--- src/rtl/uart_tx_fifo.sv ---
// uart_tx_fifo: buffered 8N1 UART transmitter with a small byte FIFO.
//
// Bytes enter over a valid/ready handshake into a circular buffer and are sent LSB first,
// one start bit (low), eight data bits, one stop bit (high), each CLKS_PER_BIT cycles long.
// When the FIFO still holds data at the end of a stop bit, the next start bit follows
// immediately, with no idle gap between frames.
//
// Ports:
//   clk         system clock, rising edge
//   rst_n       synchronous active-low reset; abandons any frame and flushes the FIFO
//   tx_data     byte to enqueue
//   tx_valid    tx_data valid this cycle
//   tx_ready    FIFO can accept a byte (count register not full)
//   tx          registered serial output, idle high
//   busy        frame in progress or FIFO non-empty
//   fifo_count  bytes currently queued, 0..FIFO_DEPTH
module uart_tx_fifo #(
   parameter int unsigned CLKS_PER_BIT = 87,
   parameter int unsigned FIFO_DEPTH   = 4
) (
   input  logic                          clk,
   input  logic                          rst_n,
   input  logic [7:0]                    tx_data,
   input  logic                          tx_valid,
   output logic                          tx_ready,
   output logic                          tx,
   output logic                          busy,
   output logic [$clog2(FIFO_DEPTH):0]   fifo_count
);

   localparam int unsigned PtrW  = $clog2(FIFO_DEPTH);
   localparam int unsigned CntW  = PtrW + 1;
   localparam int unsigned BaudW = $clog2(CLKS_PER_BIT);

   localparam logic [BaudW-1:0] BaudLast = BaudW'(CLKS_PER_BIT - 1);
   localparam logic [CntW-1:0]  CntFull  = CntW'(FIFO_DEPTH);

   typedef enum logic [1:0] {StIdle, StStart, StData, StStop} state_e;

   state_e            state_q, state_d;
   logic [BaudW-1:0]  baud_q, baud_d;
   logic [2:0]        bit_idx_q, bit_idx_d;
   logic [7:0]        shift_q, shift_d;
   logic              tx_q, tx_d;
   logic [PtrW-1:0]   wr_ptr_q, wr_ptr_d;
   logic [PtrW-1:0]   rd_ptr_q, rd_ptr_d;
   logic [CntW-1:0]   count_q, count_d;
   logic [7:0]        mem_q [FIFO_DEPTH];
   logic [7:0]        mem_d [FIFO_DEPTH];

   logic       push;
   logic       pop;
   logic       baud_done;
   logic       fifo_empty;
   logic [7:0] head;

   // Ready depends only on the count register, so a pop on the same edge never frees a slot
   // for a push that arrives while full.
   assign tx_ready   = (count_q != CntFull);
   assign push       = tx_valid && tx_ready;
   assign fifo_empty = (count_q == '0);
   assign head       = mem_q[rd_ptr_q];
   assign baud_done  = (baud_q == BaudLast);

   assign tx         = tx_q;
   assign busy       = (state_q != StIdle) || !fifo_empty;
   assign fifo_count = count_q;

   // Serialiser FSM; also decides when the head byte is popped.
   always_comb begin
      state_d   = state_q;
      baud_d    = baud_q;
      bit_idx_d = bit_idx_q;
      shift_d   = shift_q;
      tx_d      = tx_q;
      pop       = 1'b0;

      unique case (state_q)
         StIdle: begin
            tx_d = 1'b1;
            if (!fifo_empty) begin
               pop     = 1'b1;
               shift_d = head;
               baud_d  = '0;
               tx_d    = 1'b0;
               state_d = StStart;
            end
         end

         StStart: begin
            if (baud_done) begin
               baud_d    = '0;
               bit_idx_d = 3'd0;
               tx_d      = shift_q[0];
               state_d   = StData;
            end else begin
               baud_d = baud_q + BaudW'(1);
            end
         end

         StData: begin
            if (baud_done) begin
               baud_d = '0;
               if (bit_idx_q == 3'd7) begin
                  tx_d    = 1'b1;
                  state_d = StStop;
               end else begin
                  // Next bit is shift_q[1]; present it on the same edge as the shift.
                  shift_d   = shift_q >> 1;
                  tx_d      = shift_q[1];
                  bit_idx_d = bit_idx_q + 3'd1;
               end
            end else begin
               baud_d = baud_q + BaudW'(1);
            end
         end

         StStop: begin
            if (baud_done) begin
               baud_d = '0;
               if (!fifo_empty) begin
                  // Chain straight into the next start bit.
                  pop     = 1'b1;
                  shift_d = head;
                  tx_d    = 1'b0;
                  state_d = StStart;
               end else begin
                  state_d = StIdle;
               end
            end else begin
               baud_d = baud_q + BaudW'(1);
            end
         end

         default: begin
            tx_d    = 1'b1;
            state_d = StIdle;
         end
      endcase
   end

   // FIFO pointers and occupancy.
   always_comb begin
      wr_ptr_d = wr_ptr_q;
      rd_ptr_d = rd_ptr_q;
      count_d  = count_q;
      if (push) begin
         wr_ptr_d = wr_ptr_q + PtrW'(1);
      end
      if (pop) begin
         rd_ptr_d = rd_ptr_q + PtrW'(1);
      end
      case ({push, pop})
         2'b10:   count_d = count_q + CntW'(1);
         2'b01:   count_d = count_q - CntW'(1);
         default: count_d = count_q;
      endcase
   end

   always_comb begin
      mem_d = mem_q;
      if (push) begin
         mem_d[wr_ptr_q] = tx_data;
      end
   end

   always_ff @(posedge clk) begin
      if (!rst_n) begin
         state_q   <= StIdle;
         baud_q    <= '0;
         bit_idx_q <= 3'd0;
         shift_q   <= 8'h00;
         tx_q      <= 1'b1;
         wr_ptr_q  <= '0;
         rd_ptr_q  <= '0;
         count_q   <= '0;
      end else begin
         state_q   <= state_d;
         baud_q    <= baud_d;
         bit_idx_q <= bit_idx_d;
         shift_q   <= shift_d;
         tx_q      <= tx_d;
         wr_ptr_q  <= wr_ptr_d;
         rd_ptr_q  <= rd_ptr_d;
         count_q   <= count_d;
      end
   end

   // Storage needs no reset: pointers and count define which entries are live.
   always_ff @(posedge clk) begin
      mem_q <= mem_d;
   end

endmodule

--- config.mk ---
export PLATFORM = sky130hd
export DESIGN_NAME = uart_tx_fifo
export DESIGN_NICKNAME = d
export VERILOG_FILES = /design/src/rtl/uart_tx_fifo.sv
export SDC_FILE = /design/constraint.sdc
export NUM_CORES = 1
export LEC_CHECK = 0
export ABC_AREA = 1
export BUFFER_PORTS_ARGS = -buffer_cell sky130_fd_sc_hd__buf_2
export CORE_AREA = 2 2 95 97
export DETAILED_ROUTE_END_ITERATION = 8
export DIE_AREA = 0 0 97 99
export PLACE_DENSITY = 0.53
export SYNTH_ARGS = -nofsm -noshare
export SYNTH_HDL_FRONTEND = slang
export SYNTH_SLANG_ARGS = --single-unit
--- constraint.sdc ---
create_clock -name clk -period 2.4 [get_ports clk]
set_input_delay 0.12 -clock clk [delete_from_list [all_inputs] [get_ports clk]]
set_output_delay 0.12 -clock clk [all_outputs]
set_load 0.01 [all_outputs]
==> results.txt, run 1 <==
----------------------------------------------------
[Outcome]
  Run status ... complete, no violations

[Detailed routing]
  Number of iterations in the first detailed-routing pass ... 4
  Avg Vias per Cell ... 4.49
  Residual DRC ... 0
  Routed via count ... 2237
  Final routed wire length divided by cell count ... 11.5 µm
  Routed Antenna Nets ... 0
  Drt total wl ... 5710 µm
  Iter 0 DRT Violations ... 79

[Floorplan]
  Chip Width ... 97 µm
  Placeable core region ... 8550 µm²
  Starting utilization of the core area ... 0.340
  Top-level I/O count ... 17
  Floorplan die area ... 9600 µm²
  Vertical die dimension ... 99 µm
  Rows ... 34

[Synthesis]
  Synthesized area per cell ... 8.37 µm²
  Cell accounting for the most synthesized area ... edfxtp_1
  Cell with the most instances after synthesis ... nand2_1
  Number of register bits inferred by synthesis ... 60
  Synth warn ... 0
  Leading post-synthesis cells by cell area ... edfxtp_1, dfxtp_1, nand2_1, nor2_1, ha_1
  Most common flop cell mapped by yosys ... edfxtp_1
  Number of flops mapped to enable cells by yosys ... 32
  Post-synth top area share ... 0.331
  Number of library cell types mapped by synthesis ... 26
  Cell area after technology mapping ... 2910 µm²
  Async S/R FF share, synth ... 0
  Mapped Cells ... 347
  Sequential-to-total area share from yosys stat ... 0.524
  Net count of the mapped netlist ... 373
  Synth top cells by count ... nand2_1, nor2_1, inv_1, edfxtp_1, dfxtp_1

[Clock network]
  Buffer cell driving the clock tree root ... clkbuf_8
  Clock sink total ... 60
  Total number of H-tree levels ... 3
  Number of buffers added by the clock tree synthesis step ... 9
  TritonCTS clock tree ... done
  Clock Pin Slew Worst Setup and Hold Paths ... 0.08 ns
  Clk_lat worst skew ... 0.34 ns
  Maximum clock path buffer count ... 2

[Critical path]
  Series of cell instances along the critical path ... inv_1, ha_1, nand3_1, nor2_2, nand2_1, nand2_1, nand2_1, inv_1, ha_1, inv_1, fa_2, a21oi_1, o21ai_1, o21ai_1, a21oi_1
  Path type of the worst setup path ... flop to flop
  Data required time at the worst endpoint ... 2.62 ns
  Startpoint of the worst setup timing path ... baud_q[0]
  Kind of start point of the critical path ... flop
  Crit-path max cell delay ... 0.36 ns
  Library cell contributing the largest single delay on the critical path ... fa_2
  Startpoint of the most critical register-to-register path ... baud_q[0]
  Crit path arrival time ... 2.39 ns
  Critical path endpoint category ... flop
  Max Fanout on Critical Path ... 5

[STA]
  Maximum clock rate ... 462 MHz
  Fin. Hold Viols ... 0
  Final setup violation count ... 0
  Ratio of final minimum period to clock period ... 0.901
  Crit path setup slack, layout ... 0.237 ns
  RSZ-0062 raised after global routing ... no
  Worst rel slew slack ... 0.685
  Worst Tran Pin Value ... 0.470 ns
  Maximum clock skew at final layout ... 0.00857 ns
  TNS Setup ... 0 ns
  Final Slew Violations ... 0
  Clock period minus final worst setup slack ... 2.16 ns

[Pwr]
  Pleak ... 1.50 nW
  Areal power density over the cells ... 1110 nW/µm²
  Worst-case vdd ir drop ... 0.487 mV

[Global routing]
  Total global-route track usage ... 0.129
  Wire length of the first global-routing pass ... 9870 µm
  Number of antenna violations at the first check in global routing ... 0
  Vias in the first global route ... 2174
  Total grt overflow ... 0
  Largest net degree at the start of global routing ... 21

[Place]
  Number of input and output port buffers inserted ... 16
  Post-placement setup slack ... 0.109 ns
  Cell total after placement ... 475
  Final weighted congestion in routability-driven placement ... 0.767
  HPWL reported at the end of detailed placement ... 3950 µm

[Flow run]
  Count of maximum capacitance violations ... 0

[Final layout]
  Footprint of the multi-input gates ... 1210 µm²
  Fill cell total of the finished layout ... 848
  Sequential cell area ... 1530 µm²
  Layout cell share with drive strength beyond 1 ... 0.154
  Antenna cell count ... 0
  Final layout net count ... 411
  Finished Layout Cells ... 498
  Area added between synthesis and finish ... 19.7%

[Min path]
  Launch instance of the worst min-delay path ... tx_data[3]
  Class of the tightest hold or removal check ... input port to flop

----------------------------------------------------
[worst max-delay path, delay by kind of cell (launching register included)]
kind | cells | cell delay (ns)
AND/OR/NAND/NOR | 5 | 0.44
AO/OA/AOI/OAI | 4 | 0.42
adder cells (fa/ha/maj) | 3 | 0.65
buffers and inverters | 3 | 0.20
flip-flops | 1 | 0.34
[state kept, by name, indices dropped and copies added (netlist names)]
register / count
shift_q: 8
bit_idx_q: 3
wr_ptr_q: 2
state_q: 2
mem_q: 32
tx: 1
fifo_count: 3
baud_q: 7
rd_ptr_q: 2
[area by class of cell]
class	instances	share of cell area
multi-input cells	242	0.347
repair buffers	35	0.0691
clock buffers	9	0.0356
well taps	108	0.0389
inverters	37	0.0399
flip-flops and latches	60	0.439
clock inverters	7	0.0306
[final timing paths]
| kind | to | slack (ns) | depth (start not counted) |
|---|---|---|---|
| worst min-delay path | mem_q[11] | 0.02 | 1 |
| worst min register to register | baud_q[0] | 0.46 | 1 |
| worst max-delay path | fifo_count[2] | 0.24 | 15 |
| worst max register to register | fifo_count[2] | 0.24 | 15 |
[kinds of logic (layout without fill, tap and decap cells)]
kind of cell / after synthesis / in the layout / synth area share
compound gates: 48 / 48 / 0.0853
simple gates: 178 / 178 / 0.257
buf+inv: 45 / 88 / 0.0637
fa+ha+maj: 15 / 15 / 0.0672
xor+xnor: 1 / 1 / 0.00302
flops: 60 / 60 / 0.524
[through the flow]
stage / area, µm² / util / hold slack, ns / power [W]
global route: 3480 / 0.407 / 0.00784 / 0.00422
CTS: 3460 / 0.405 / 0.00591 / 0.00391
detailed placement: 3160 / 0.370 / 0.342 / 0.00282
global placement: 3160 / 0.370 / 0.338 / 0.00280
floorplan: 2910 / - / 0.219 / 0.00248
finish: 3480 / 0.407 / 0.0155 / 0.00387
[repair_timing]
action	in CTS	in global routing
hold buffers	7	0
setup endpoints to repair	0	1
hold endpoints to repair	28	0
resized for setup	0	8
buffers inserted	0	0
[cell usage in the layout, fill, tap and decap left out, drive strengths merged]
master	count
nand3	17
bufinv	2
dfxtp	28
or2	2
buf	28
nand4	2
a21o	1
nand3b	4
nor2	61
o21ai	22
dlygate4sd3	7
xor2	1
clkinv	2
edfxtp	32
clkbuf	9
nand2	92
ha	14
o211ai	2
fa	1
a21oi	23
inv	40
[where the power goes]
part	internal [W]	switching, W
sequential	0.00126	0.0000854
clock	0.000604	0.000459
combinational	0.000518	0.000938
[per-layer routing]
layer  wire length [µm]  global-route usage
met1               2860               0.165
met3                115              0.0383
met2               2630               0.206
met4                100              0.0563
met5                  0                   0
Power figures use the tool's default switching activity.
==> run 2: changes to the inputs <==
--- a/config.mk
+++ b/config.mk
@@ -6,11 +6,11 @@
 export NUM_CORES = 1
 export LEC_CHECK = 0
 export ABC_AREA = 1
-export BUFFER_PORTS_ARGS = -buffer_cell sky130_fd_sc_hd__buf_2
 export CORE_AREA = 2 2 95 97
 export DETAILED_ROUTE_END_ITERATION = 8
 export DIE_AREA = 0 0 97 99
-export PLACE_DENSITY = 0.53
+export DONT_BUFFER_PORTS = 1
+export PLACE_DENSITY = 0.52
 export SYNTH_ARGS = -nofsm -noshare
 export SYNTH_HDL_FRONTEND = slang
 export SYNTH_SLANG_ARGS = --single-unit
==> run 2 against run 1 <==
  * Total power fell by 1.0%
  * Clock power is essentially flat
  * Core utilization is 0.80 points lower
  * Critical path type unchanged
  * Flip-flop and latch count stayed put
  * Clock skew about the same
  * Cell count decreased by 3.0%
  * Final area decreased by 2.0%
  * Critical path depth down 1
  * Register-to-register slack about the same
  * Sequential share of layout area increased by 0.85 points
  * Via count fell by 2.2%
  * Wire length up 1.8%
==> results.txt, run 2 (synthesized netlist as in run 1, its figures left out) <==
----------------------------------------------------
[Final layout]
  Number of flip-flops under the largest register name ... 32 (unchanged)
  Leading cell type in the layout, fill and taps excluded ... nand2_1
  Footprint of the multi-input gates ... 1210 µm² (+0.52%)
  Final layout net count ... 396 (-3.6%)
  Antenna cell count ... 0 (unchanged)
  Largest registers ... mem_q: 32 flops, shift_q: 8 flops, baud_q: 7 flops
  Leading cell types in the layout, fill and taps excluded ... nand2_1, nor2_1, inv_1, edfxtp_1, dfxtp_1
  Top register by number of flip-flops ... mem_q
  Layout cell share with drive strength beyond 1 ... 0.120 (-0.0338)
  Final instance area ... 3410 µm² (-2.0%)
  Sequential cell area ... 1520 µm² (about the same)
  Fill cell total of the finished layout ... 849 (+0.12%)
  Area added between synthesis and finish ... 17.3%

[Pwr]
  Sequential share of power ... 0.359 (+0.010)
  Areal power density over the cells ... 1120 nW/µm² (+0.96%)
  Cell Int Power ... 0.00236 W (-1.2%)
  Pleak ... 1.43 nW (-5.1%)
  Worst-case vdd ir drop ... 0.586 mV (+20%)
  Net switching power of the design ... 0.00147 W (-0.74%)
  Clock power frac ... 0.269 (-0.006)
  Net Sw Frac ... 0.384 (+0.00116)
  Power share of the combinational group ... 0.372 (-0.004)
  Tot Pwr ... 0.00383 W (-1.0%)

[STA]
  Maximum clock skew at final layout ... 0.00896 ns (+0.000386 ns)
  RSZ-0062 raised after global routing ... no
  Clock period minus final worst setup slack ... 2.16 ns (+0.00140 ns)
  Worst Tran Pin Value ... 0.846 ns (+0.376 ns)
  Worst rel slew slack ... 0.434 (-0.252)
  Ratio of final minimum period to clock period ... 0.902 (about the same)
  Final Slew Violations ... 0 (unchanged)
  TNS Setup ... 0 ns (unchanged)
  Maximum clock rate ... 462 MHz (about the same)
  Final setup violation count ... 0 (unchanged)
  Hold WS ... 0.0774 ns (+0.0619 ns)
  Fin. Hold Viols ... 0 (unchanged)

[Clock network]
  Number of buffers added by the clock tree synthesis step ... 9 (unchanged)
  Maximum clock path buffer count ... 2 (unchanged)
  Post-CTS Setup Repair Bufs ... 0 (unchanged)
  TritonCTS clock tree ... done
  Total number of H-tree levels ... 3 (unchanged)
  Clock sink total ... 60 (unchanged)
  Clock Pin Slew Worst Setup and Hold Paths ... 0.08 ns (about the same)
  Clk_lat worst skew ... 0.34 ns (about the same)
  Buffer cell driving the clock tree root ... clkbuf_8

[Critical path]
  Kind of start point of the critical path ... flop
  Path type of the worst setup path ... flop to flop
  Crit path arrival time ... 2.40 ns (about the same)
  Data required time at the worst endpoint ... 2.63 ns (about the same)
  Max Fanout on Critical Path ... 4 (-1)
  Critical path endpoint category ... flop

[Place]
  Final weighted congestion in routability-driven placement ... 0.809 (+5.5%)
  Number of input and output port buffers inserted ... 0 (-16)
  HPWL reported at the end of detailed placement ... 3890 µm (-1.6%)
  Post-place instance area ... 3080 µm² (-2.8%)

[Global routing]
  Wire length of the first global-routing pass ... 10100 µm (+2.6%)
  Number of antenna violations at the first check in global routing ... 0 (unchanged)
  Total global-route track usage ... 0.134 (+0.00421)
  Vias in the first global route ... 2139 (-1.6%)
  Largest net degree at the start of global routing ... 19 (-9.5%)
  Total grt overflow ... 0 (unchanged)

[Detailed routing]
  Iter 0 DRT Violations ... 82 (+3.8%)
  Drt total wl ... 5810 µm (+1.8%)
  Routed Antenna Nets ... 0 (unchanged)
  Avg Vias per Cell ... 4.53 (+0.85%)
  Number of iterations in the first detailed-routing pass ... 4 (unchanged)
  Final routed wire length divided by cell count ... 12.0 µm (+5.0%)
  Routed via count ... 2188 (-2.2%)
  Residual DRC ... 0 (unchanged)

[Floorplan]
  Floorplan die area ... 9600 µm² (unchanged)
  Starting utilization of the core area ... 0.340 (unchanged)
  Chip Width ... 97 µm (unchanged)
  Vertical die dimension ... 99 µm (unchanged)
  Top-level I/O count ... 17 (unchanged)
  Placeable core region ... 8550 µm² (unchanged)
  Rows ... 34 (unchanged)

[Outcome]
  Run status ... complete, no violations

[Min path]
  Class of the tightest hold or removal check ... input port to flop

[Flow run]
  Count of maximum capacitance violations ... 0 (unchanged)

----------------------------------------------------
-- run 2: final timing paths --
kind | startpoint | endpoint | slack [ns] | cells past startpoint
hold / removal | rst_n | bit_idx_q[1] | 0.08 | 2
hold reg to reg | baud_q[0] | baud_q[0] | 0.46 | 1
setup reg to reg | baud_q[1] | fifo_count[2] | 0.24 | 14
setup / recovery | baud_q[1] | fifo_count[2] | 0.24 | 14
-- run 2: power by group through the flow --
| stage | logic [W] | registers, W | clock network [W] |
|---|---|---|---|
| final | 0.00142 | 0.00137 | 0.00103 |
| after global routing | 0.00169 | 0.00140 | 0.00110 |
| after CTS | 0.00141 | 0.00137 | 0.00105 |
| after detailed placement | 0.00139 | 0.00140 | 0 |
| after global placement | 0.00139 | 0.00139 | 0 |
| after floorplan | 0.00111 | 0.00137 | 0 |
-- run 2: area by class of cell --
class                      instances  area share
sequential                        60       0.447
multi-input combinational        242       0.356
timing repair buffer              20      0.0507
inverter                          37      0.0407
tap                              108      0.0396
clock buffer                       9      0.0363
clock inverter                     7      0.0294
-- run 2: worst max-delay path, stage by stage (launching register included) --
cell     delay (ns)
dfxtp_1        0.38
ha_1           0.18
nand3_1        0.10
nor2_2         0.12
nand2_1        0.08
nand2_2        0.08
nand2_1        0.07
inv_1          0.08
ha_1           0.15
inv_2          0.06
fa_2           0.36
a21oi_2        0.15
o21ai_2        0.07
o21ai_1        0.12
a21oi_1        0.05
-- run 2: per-layer routing --
metal / GRT usage / vias to the layer above / share of wire
li1: - / 1172 / -
met1: 0.167 / 989 / 0.49
met2: 0.224 / 19 / 0.47
met3: 0.0383 / 8 / 0.026
met4: 0.0455 / 0 / 0.012
met5: 0 / - / 0
-- run 2: timing repair --
item / CTS / global route
hold buffers: 9 / 0
gates resized for setup: 0 / 10
endpoints found under the setup margin: 0 / 1
endpoints found under the hold margin: 50 / 0
-- run 2: stage by stage --
stage               setup WS, ns  utilization  std cells
finish                     0.236        0.399        483
detailed placement         0.103        0.360        458
CTS                       0.0888        0.397        483
global placement           0.153        0.360        458
floorplan                  0.153            -        347
global route              0.0137        0.399        483
